$ cat src/rtl/spi_word_serializer.sv
// spi_word_serializer
//   Holds a WIDTH-bit word and presents it on bit_out one bit per shift_en strobe.
//   It sits between the register/sample source and the SPI slave MISO driver.
//   shift_en comes from the synchronised SCLK edge detector, and abort comes from
//   CS deassertion.
//
//   Optional feature macro: SERIALIZER_PARITY_EN
//     When defined, an even-parity bit (XOR of the captured word) follows the
//     last data bit, and done pulses on the shift of that parity bit.
//
//   Handshake: a word is transferred on a rising edge where load_valid && load_ready.
//     load_ready is combinational. It is high in IDLE. In ACTIVE it is high only on
//     the final-bit strobe, which allows back-to-back words with no gap.
//     When abort is high, any offered word is dropped, even if load_ready is high.
//
//   FSM state is mirrored on the registered busy output (busy == ACTIVE).
module spi_word_serializer #(
  parameter int   WIDTH      = 16,
  parameter int   MSB_FIRST  = 1,
  parameter logic IDLE_LEVEL = 1'b0,
  localparam int  CNT_W      = $clog2(WIDTH + 1)
) (
  input  logic             clk,
  input  logic             rst,
  input  logic [WIDTH-1:0] data_in,
  input  logic             load_valid,
  output logic             load_ready,
  input  logic             shift_en,
  input  logic             abort,
  output logic             bit_out,
  output logic [CNT_W-1:0] bit_idx,
  output logic             busy,
  output logic             done
);

`ifdef SERIALIZER_PARITY_EN
  localparam int NBITS = WIDTH + 1;
`else
  localparam int NBITS = WIDTH;
`endif

  localparam logic [CNT_W-1:0] LAST_IDX = CNT_W'(NBITS - 1);
  localparam logic [CNT_W-1:0] LAST_POS = CNT_W'(WIDTH - 1);

  typedef enum logic [0:0] {S_IDLE = 1'b0, S_ACTIVE = 1'b1} state_t;

  state_t           state;
  logic [WIDTH-1:0] word;
  logic             last;

  // Bit presented for a given index of a word.
  // When parity is enabled, index WIDTH selects the parity bit.
  function automatic logic sel_bit(input logic [WIDTH-1:0] w, input logic [CNT_W-1:0] idx);
    logic [WIDTH-1:0] sh;
    logic [CNT_W-1:0] pos;
    pos     = (MSB_FIRST != 0) ? (LAST_POS - idx) : idx;
    sh      = w >> pos;
    sel_bit = sh[0];
`ifdef SERIALIZER_PARITY_EN
    if (idx == CNT_W'(WIDTH)) sel_bit = ^w;
`endif
  endfunction

  // Final bit of the word (or the parity bit) is currently on bit_out.
  assign last = (bit_idx == LAST_IDX);

  // Accept in IDLE, or on the last strobe of an active word.
  assign load_ready = (state == S_IDLE) ||
                      ((state == S_ACTIVE) && shift_en && last && !abort);

  // Word FSM: capture, shift, back-to-back reload, abort.
  // All outputs are registered here.
  always_ff @(posedge clk) begin
    if (rst) begin
      state   <= S_IDLE;
      word    <= '0;
      bit_idx <= '0;
      bit_out <= IDLE_LEVEL;
      busy    <= 1'b0;
      done    <= 1'b0;
    end else begin
      done <= 1'b0;
      if (abort) begin
        // CS released: discard the word. It is never resumed.
        state   <= S_IDLE;
        bit_idx <= '0;
        bit_out <= IDLE_LEVEL;
        busy    <= 1'b0;
      end else begin
        case (state)
          S_IDLE: begin
            if (load_valid) begin
              state   <= S_ACTIVE;
              word    <= data_in;
              bit_idx <= '0;
              bit_out <= sel_bit(data_in, '0);
              busy    <= 1'b1;
            end
          end
          S_ACTIVE: begin
            if (shift_en) begin
              if (last) begin
                done <= 1'b1;
                if (load_valid) begin
                  // Reload with no idle gap between words.
                  word    <= data_in;
                  bit_idx <= '0;
                  bit_out <= sel_bit(data_in, '0);
                end else begin
                  state   <= S_IDLE;
                  bit_idx <= '0;
                  bit_out <= IDLE_LEVEL;
                  busy    <= 1'b0;
                end
              end else begin
                bit_idx <= bit_idx + CNT_W'(1);
                bit_out <= sel_bit(word, bit_idx + CNT_W'(1));
              end
            end
          end
          default: begin
            state   <= S_IDLE;
            bit_idx <= '0;
            bit_out <= IDLE_LEVEL;
            busy    <= 1'b0;
          end
        endcase
      end
    end
  end

endmodule

$ cat config.mk
export PLATFORM = sky130hd
export DESIGN_NAME = spi_word_serializer
export DESIGN_NICKNAME = d
export VERILOG_FILES = /design/src/rtl/spi_word_serializer.sv
export SDC_FILE = /design/constraint.sdc
export NUM_CORES = 1
export LEC_CHECK = 0
export BUFFER_PORTS_ARGS = -buffer_cell sky130_fd_sc_hd__buf_4
export CORE_MARGIN = 3
export CORE_UTILIZATION = 55
export DETAILED_ROUTE_END_ITERATION = 10
export HOLD_SLACK_MARGIN = 0.12
export PLACE_DENSITY = 0.88
export SYNTH_ARGS = -nofsm -noshare
export SYNTH_HDL_FRONTEND = slang
export SYNTH_SLANG_ARGS = --single-unit
$ cat constraint.sdc
create_clock -name clk -period 5.68 [get_ports clk]
set_input_delay 0.852 -clock clk [delete_from_list [all_inputs] [get_ports clk]]
set_output_delay 0.852 -clock clk [all_outputs]
set_load 0.01 [all_outputs]
==> summary.txt, run 1 <==
Worst reg2reg setup slack - 3.44 ns
Initial antenna violation count - 0
Layout Cells excl Fill - 168
WS Path Type - register to output pin
Final instance area - 0.00143 sq mm
# rows - 16
Met2 wire len - 1190 microns
Seq. cell area - 500 sq um
CP endpoint kind - output pin
Clk root buf - clkbuf_4
P_int - 0.232 mW
Reg power frac - 61.0%
First-pass GRT wire length - 4040 microns
Post-CTS setup buffers - 0
Cell count of the worst reg-to-reg path - 6
Final setup violating endpoints - 0
Leak - 0.601 nW
CP startpoint - bit_idx[0]$_SDFFE_PP0P_
P&R area growth vs syn - 21.3%
Hold Fails Final Rpt - 0
Reg-to-reg critical path endpoint - word[7]$_SDFFE_PP0P_
Sw frac - 24.3%
Dpl cells - 164
Worst VDD drop - 0.127 mV
Initial DRC Count - 24
Syn avg cell area - 10.4 sq um
DP HPWL - 1820 microns
Fin crit share - 52.9%
Die Ht - 52.2 microns
Max Fanout on Critical Path - 9
Setup TNS - 0 ns
Commonest cells after routing, fill and taps aside - buf_4, dfxtp_1, nor2_1
Highest Signal Layer - met4
PostCTS Resize Cnt - 0
Combinational share of power - 13.4%
Worst setup endpoint - load_ready
CTS tree - yes
Hold buffers post-CTS - 0
Largest net degree at the start of global routing - 18
Placed cell areas - 0.00140 sq mm
Synth cell types - 27
Final WL - 2390 microns
Die X - 52.2 microns
Final ANT Viol Nets - 0
Drt drc - 0
Worst Setup Start Kind - register
DR WL/cell - 14.2 microns
Port bufs - 29
Relative slew slack - 54.5%
Status - finished clean
Final Max Tran Viols - 0
Skew final - 0.0134 ns
Post-Syn Area - 0.00117 sq mm
Share of layout cells above drive strength 1 - 28.4%
Clock share of power - 25.7%
Gpl congestion - 0.849
# IOs - 30
Syn. warnings - 0
Yosys reg bits - 25
RSZ-0062 raised after global routing - false
Slowest cell delay on critical path - 0.60 ns
Fmax - 0.333 GHz
Inserted Diodes - 0
Fillers - 160
Min Tclk post-route - 3.01 ns
Pwr/cell area - 215 mW/mm^2
Sink Count - 25
Worst path slowest cell - dfxtp_1
Routed vias - 946
Worst min path class - register to register
Initial Util - 58.7%
Leading cell type in the layout, fill and taps excluded - buf_4
Area of the multi-input gates - 636 sq um
Total die area - 0.00273 sq mm
CTS buffer count - 3
Worst EP arrival - 2.15 ns
H-tree Lvls - 1
Metal1 wirelength - 1080 microns
Register area share after synthesis - 42.6%
Pre-antenna DRT Iters - 4
Met3 WL - 94 microns
Req. time, crit path - 4.83 ns
Nets - 165
Remaining global-route overflow - 0
Core footprint - 0.00200 sq mm
Crit path cell chain - ha_1, nand3_1, or3_1, o21ai_0, buf_4
Switching pwr - 0.0742 mW
Hold Slack - 0.508 ns
Vias in the first global route - 937
DR vias/cell - 5.63
Total GRT Usage - 19.7%
Clock Path Buffers - 2
Syn Inst Count - 113
Reg2reg start - bit_idx[0]$_SDFFE_PP0P_
Clk_lat worst skew - 0.31 ns
Max-cap violations - 0
Clk pin slew, worst setup/hold paths - 0.14 ns
Synth Net Count - 136
Actual slew at the worst max-slew pin - 0.664 ns
==> cells in the mapped netlist (all sizes together) <==
cell type   n  area share [%]
mux4        4             7.7
ha          2             2.1
nor2       21             6.7
o2bb2ai     1            0.75
nand4b      2             2.8
nand2b      1            0.53
or2         1            0.53
a211oi      1            0.64
clkbuf      4             1.3
a32oi       1            0.75
nor2b       2             1.1
nor4b       1            0.75
buf         2             1.7
a21oi       5             2.1
xor2        2             1.5
mux2i      20              17
a2111oi     1             2.3
nand3       2            0.85
o21ai       3             1.3
nand2       6             1.9
inv         1            0.32
a22oi       1            0.64
nand4       1            0.53
or3         3             1.6
dfxtp      25              43
==> worst min path at each step <==
stage	from	to	slack (ns)	cells after the start
2_1_floorplan	word[0]$_SDFFE_PP0P_	word[0]$_SDFFE_PP0P_	0.45	2
3_3_place_gp	busy$_SDFFE_PP0P_	busy$_SDFFE_PP0P_	0.47	2
3_5_place_dp	busy$_SDFFE_PP0P_	busy$_SDFFE_PP0P_	0.48	2
4_1_cts	busy$_SDFFE_PP0P_	busy$_SDFFE_PP0P_	0.50	2
5_1_grt	word[4]$_SDFFE_PP0P_	word[4]$_SDFFE_PP0P_	0.55	2
6_report	busy$_SDFFE_PP0P_	busy$_SDFFE_PP0P_	0.51	2
==> routing by layer <==
metal	global-route usage (%)	vias up
li1	-	465
met1	25.3	460
met2	34.1	19
met3	2.85	2
met4	6.38	0
met5	0	-
==> state kept, by name, indices dropped and copies added, names as in the netlist <==
signal	count
busy	1
bit_idx	5
word	16
state	1
done	1
bit_out	1
==> per-stage QoR <==
stage,power [mW],worst slack [ns],util [%]
3_3_place_gp,0.229,3.11,69.9
6_report,0.306,2.67,71.2
2_1_floorplan,0.214,3.31,-
4_1_cts,0.306,2.67,71.2
3_5_place_dp,0.231,3.03,69.9
5_1_grt,0.320,2.49,71.2
==> power by group through the flow <==
stage / clock network (mW) / logic [mW] / registers, mW
2_1_floorplan: 0 / 0.0258 / 0.188
3_3_place_gp: 0 / 0.0391 / 0.190
3_5_place_dp: 0 / 0.0409 / 0.190
4_1_cts: 0.0788 / 0.0411 / 0.187
5_1_grt: 0.0872 / 0.0450 / 0.187
6_report: 0.0786 / 0.0409 / 0.187
==> critical path: cells and delay by family, from the launching register on <==
family / cells / cell delay, ns
AOI/OAI and AO/OA: 1 / 0.16
adders and majority gates: 1 / 0.38
buffers and inverters: 1 / 0.14
DFF: 1 / 0.60
and+or+nand+nor: 2 / 0.57
==> cell families (layout without fill, tap and decap cells) <==
logic type      Yosys count  in the layout  share of synthesized area, %
mux                      24             24                          24.7
fa+ha+maj                 2              2                          2.13
xor+xnor                  2              2                          1.49
compound gates           13             13                          8.52
buf+inv                   7             35                          3.30
flops                    25             25                          42.6
simple gates             40             40                          17.3
==> cell type report <==
type / count / share of cell area, %
clock buffers: 4 / 1.84
inverters: 1 / 0.263
multi-input cells: 81 / 44.6
repair buffers: 30 / 15.8
well taps: 27 / 2.37
flip-flops and latches: 25 / 35.1
Note: power is estimated with default switching activity, not from simulation.
==> run 2: changes to the inputs <==
--- a/config.mk
+++ b/config.mk
@@ -7,10 +7,10 @@
 export LEC_CHECK = 0
 export BUFFER_PORTS_ARGS = -buffer_cell sky130_fd_sc_hd__buf_4
 export CORE_MARGIN = 3
-export CORE_UTILIZATION = 55
+export CORE_UTILIZATION = 51
 export DETAILED_ROUTE_END_ITERATION = 10
 export HOLD_SLACK_MARGIN = 0.12
-export PLACE_DENSITY = 0.88
+export PLACE_DENSITY = 0.83
 export SYNTH_ARGS = -nofsm -noshare
 export SYNTH_HDL_FRONTEND = slang
 export SYNTH_SLANG_ARGS = --single-unit
==> constraint.sdc (replaced) <==
create_clock -name clk -period 3.1 [get_ports clk]
set_input_delay 0.465 -clock clk [delete_from_list [all_inputs] [get_ports clk]]
set_output_delay 0.465 -clock clk [all_outputs]
set_load 0.01 [all_outputs]
==> summary.txt, run 2 (synthesis gave the netlist of run 1 again) <==
Clk_lat worst skew - 0.31 ns
Routed vias - 926
Pwr/cell area - 391 mW/mm^2
CTS buffer count - 3
Worst Setup Start Kind - register
Initial Util - 57.0%
Setup TNS - 0 ns
Actual slew at the worst max-slew pin - 0.658 ns
P&R area growth vs syn - 21.3%
Top delay family on crit path - flip-flops
Cell count of the worst reg-to-reg path - 6
Largest net degree at the start of global routing - 18
Final Max Tran Viols - 0
# IOs - 30
Clk root buf - clkbuf_4
Final instance area - 0.00143 sq mm
Status - finished clean
Hold buffers post-CTS - 0
Max reg flops - 16
Hold Fails Final Rpt - 0
Skew final - 0.00516 ns
DR vias/cell - 5.51
Total Power - 0.558 mW
Critical path buffers and inverters - 1
CP endpoint kind - output pin
DP HPWL - 1740 microns
Clk pin slew, worst setup/hold paths - 0.13 ns
Fmax - 0.370 GHz
Total die area - 0.00292 sq mm
Inserted Diodes - 0
Util after Layout - 69.1%
Top Registers - word (16), bit_idx (5)
CP Depth - 5
Worst VDD drop - 0.327 mV
Port bufs - 29
Dpl cells - 164
Final ANT Viol Nets - 0
Layout Cells excl Fill - 168
Gpl congestion - 0.841
CTS tree - yes
RSZ-0062 raised after global routing - false
Leading cell type in the layout, fill and taps excluded - buf_4
Clock Path Buffers - 2
Placed cell areas - 0.00140 sq mm
Die X - 54.0 microns
Total GRT Usage - 17.6%
Post-CTS setup buffers - 0
Worst Hold Depth - 3
DR WL/cell - 13.4 microns
Commonest cells after routing, fill and taps aside - buf_4, dfxtp_1, nor2_1
Worst EP arrival - 2.24 ns
Slowest cell delay on critical path - 0.58 ns
Share of layout cells above drive strength 1 - 28.4%
Final WL - 2250 microns
H-tree Lvls - 1
Vias in the first global route - 886
Initial DRC Count - 31
Die Ht - 54.0 microns
Final setup violating endpoints - 0
Worst path slowest cell - dfxtp_1
Largest Register - word
Initial antenna violation count - 0
Crit path cell chain - ha_1, nand3_1, or3_1, o21ai_0, buf_4
PostCTS Resize Cnt - 0
Leak - 0.601 nW
Core footprint - 0.00206 sq mm
Drt drc - 0
Relative slew slack - 54.9%
Req. time, crit path - 2.63 ns
Worst min path class - input port to register
# rows - 16
Pre-antenna DRT Iters - 4
Max Fanout on Critical Path - 9
First-pass GRT wire length - 3730 microns
Sink Count - 25
Max-cap violations - 0
Min Tclk post-route - 2.70 ns
WS Path Type - register to output pin
Nets - 165
Remaining global-route overflow - 0
Fin crit share - 87.1%
==> run 2: cell counts in the layout (fill, tap and decap cells not counted) <==
Identical to the previous run, type by type.
==> run 2: path summary, 6_finish.rpt <==
path,from,to,slack (ns)
setup reg to reg,bit_idx[0]$_SDFFE_PP0P_,word[7]$_SDFFE_PP0P_,0.87
hold reg to reg,word[3]$_SDFFE_PP0P_,word[3]$_SDFFE_PP0P_,0.51
setup / recovery,bit_idx[0]$_SDFFE_PP0P_,load_ready,0.40
hold / removal,data_in[11],word[11]$_SDFFE_PP0P_,0.38
==> run 2: power breakdown <==
part           internal (mW)  switching, mW
combinational         0.0414         0.0334
sequential             0.333        0.00830
clock                 0.0503         0.0912
==> run 2: tightest hold or removal path, cell delays in order <==
cell     delay, ns
buf_4         0.08
mux2i_1       0.05
nor2_1        0.07
==> run 2: per-stage QoR <==
step | hold slack, ns | setup WS [ns]
after floorplan | 0.455 | 1.03
after global placement | 0.468 | 0.911
after detailed placement | 0.480 | 0.752
after CTS | 0.373 | 0.387
after global routing | 0.384 | 0.264
final | 0.379 | 0.399
==> run 2: cell type report <==
| type | instances | area [sq um] |
|---|---|---|
| sequential | 25 | 500 |
| multi-input combinational | 81 | 636 |
| fill | 175 | 637 |
| clock buffer | 4 | 26.3 |
| timing repair buffer | 30 | 225 |
| tap | 27 | 33.8 |
| inverter | 1 | 3.75 |
==> run 2: layer usage <==
layer | track usage, % | vias up | part of all wire [%]
li1 | - | 460 | -
met1 | 21.4 | 427 | 42
met2 | 30.4 | 33 | 50
met3 | 2.77 | 6 | 5.8
met4 | 7.47 | 0 | 1.5
met5 | 0 | - | 0
==> run 3: changes to the inputs <==
--- a/config.mk
+++ b/config.mk
@@ -7,10 +7,10 @@
 export LEC_CHECK = 0
 export BUFFER_PORTS_ARGS = -buffer_cell sky130_fd_sc_hd__buf_4
 export CORE_MARGIN = 3
-export CORE_UTILIZATION = 51
+export CORE_UTILIZATION = 54
+export CTS_BUF_LIST = sky130_fd_sc_hd__clkbuf_4 sky130_fd_sc_hd__clkbuf_8
 export DETAILED_ROUTE_END_ITERATION = 10
-export HOLD_SLACK_MARGIN = 0.12
-export PLACE_DENSITY = 0.83
+export PLACE_DENSITY = 0.87
 export SYNTH_ARGS = -nofsm -noshare
 export SYNTH_HDL_FRONTEND = slang
 export SYNTH_SLANG_ARGS = --single-unit
==> summary.txt, run 3 (synthesis gave the netlist of run 1 again) <==
Status - finished clean
Clk pin slew, worst setup/hold paths - 0.14 ns
Top Registers - word (16), bit_idx (5)
Sink Count - 25
P&R area growth vs syn - 21.6%
Worst min path class - input port to register
First-pass GRT wire length - 3910 microns
Die Ht - 52.6 microns
Post-CTS setup buffers - 0
# rows - 16
Worst path slowest cell - dfxtp_1
Fmax - 0.379 GHz
Final setup violating endpoints - 0
Pre-CTS WS - 0.865 ns
Placed cell areas - 0.00140 sq mm
Drt drc - 0
Nets - 165
Die X - 52.6 microns
Commonest cells after routing, fill and taps aside - buf_4, dfxtp_1, nor2_1
Port bufs - 29
Max-cap violations - 0
DR vias/cell - 5.70
Actual slew at the worst max-slew pin - 0.675 ns
Total GRT Usage - 18.9%
Largest net degree at the start of global routing - 18
Worst Setup Start Kind - register
Final Max Tran Viols - 0
Final ANT Viol Nets - 0
Fin crit share - 85.1%
Final instance area - 0.00143 sq mm
Pre-antenna DRT Iters - 4
Routed vias - 958
Largest Register - word
Vias in the first global route - 916
DR WL/cell - 14.7 microns
Max reg flops - 16
CTS buffer count - 3
Min Tclk post-route - 2.64 ns
Req. time, crit path - 2.63 ns
WS Path Type - register to output pin
Worst VDD drop - 0.292 mV
Skew final - 0.0115 ns
DP HPWL - 1860 microns
Setup ws final - 0.463 ns
Clk root buf - clkbuf_4
Fillers - 170
Hold buffers post-CTS - 0
Slowest cell delay on critical path - 0.61 ns
Final WL - 2470 microns
Hold Slack - 0.356 ns
Share of layout cells above drive strength 1 - 29.1%
Core footprint - 0.00200 sq mm
Clk_lat worst skew - 0.33 ns
Hold Fails Final Rpt - 0
# IOs - 30
Remaining global-route overflow - 0
CP endpoint kind - output pin
Leading cell type in the layout, fill and taps excluded - buf_4
H-tree Lvls - 1
Initial DRC Count - 36
Setup TNS - 0 ns
Max Fanout on Critical Path - 9
Initial antenna violation count - 0
Total die area - 0.00277 sq mm
Inserted Diodes - 0
Crit path cell chain - ha_1, nand3_1, or3_1, o21ai_0, buf_4
CTS tree - yes
Worst EP arrival - 2.17 ns
PostCTS Resize Cnt - 0
Gpl congestion - 0.836
Initial Util - 58.7%
Relative slew slack - 53.7%
RSZ-0062 raised after global routing - false
Clock Path Buffers - 2
Leak - 0.600 nW
Pwr/cell area - 398 mW/mm^2
-- run 3: metrics by stage --
stage | utilization (%) | cells | total power, mW
finish | 71.4 | 168 | 0.569
floorplan | - | 113 | 0.392
global route | 71.4 | 168 | 0.590
CTS | 71.4 | 168 | 0.568
detailed placement | 69.9 | 164 | 0.424
global placement | 69.9 | 164 | 0.420
-- run 3: routing by layer --
| layer | GRT usage (%) | wire [microns] | vias up | part of all wire [%] |
|---|---|---|---|---|
| met2 | 31.4 | 1230 | 36 | 50 |
| li1 | - | - | 455 | - |
| met1 | 23.6 | 1040 | 459 | 42 |
| met3 | 4.27 | 147 | 8 | 6.0 |
| met4 | 7.23 | 45 | 0 | 1.8 |
| met5 | 0 | 0 | - | 0 |
-- run 3: worst paths after layout --
check | start | cells after the start | endpoint | slack [ns]
hold / removal | data_in[13] | 3 | word[13]$_SDFFE_PP0P_ | 0.36
setup reg to reg | bit_idx[0]$_SDFFE_PP0P_ | 6 | word[4]$_SDFFE_PP0P_ | 0.85
hold reg to reg | bit_idx[1]$_SDFFE_PP0P_ | 2 | bit_idx[1]$_SDFFE_PP0P_ | 0.51
setup / recovery | bit_idx[0]$_SDFFE_PP0P_ | 5 | load_ready | 0.46
-- run 3: area by class of cell --
class / instances / area, sq um / area share, %
Clock buffer: 3 / 22.5 / 1.58
Clock inverter: 1 / 7.51 / 0.525
Inverter: 1 / 3.75 / 0.263
Multi-Input combinational cell: 81 / 636 / 44.5
Sequential cell: 25 / 500 / 35.0
Tap cell: 27 / 33.8 / 2.36
Timing Repair Buffer: 30 / 225 / 15.8
-- run 3: worst max-delay path, delay by kind of cell, from the launching register on --
kind | cells | cell delay (ns)
flops | 1 | 0.61
buf+inv | 1 | 0.14
fa+ha+maj | 1 | 0.37
simple gates | 2 | 0.55
compound gates | 1 | 0.16
-- run 3: report_power, final --
group / leakage [nW] / internal [mW] / switching (mW)
clock network: 0.0139 / 0.0495 / 0.102
logic: 0.383 / 0.0414 / 0.0340
registers: 0.203 / 0.333 / 0.00885
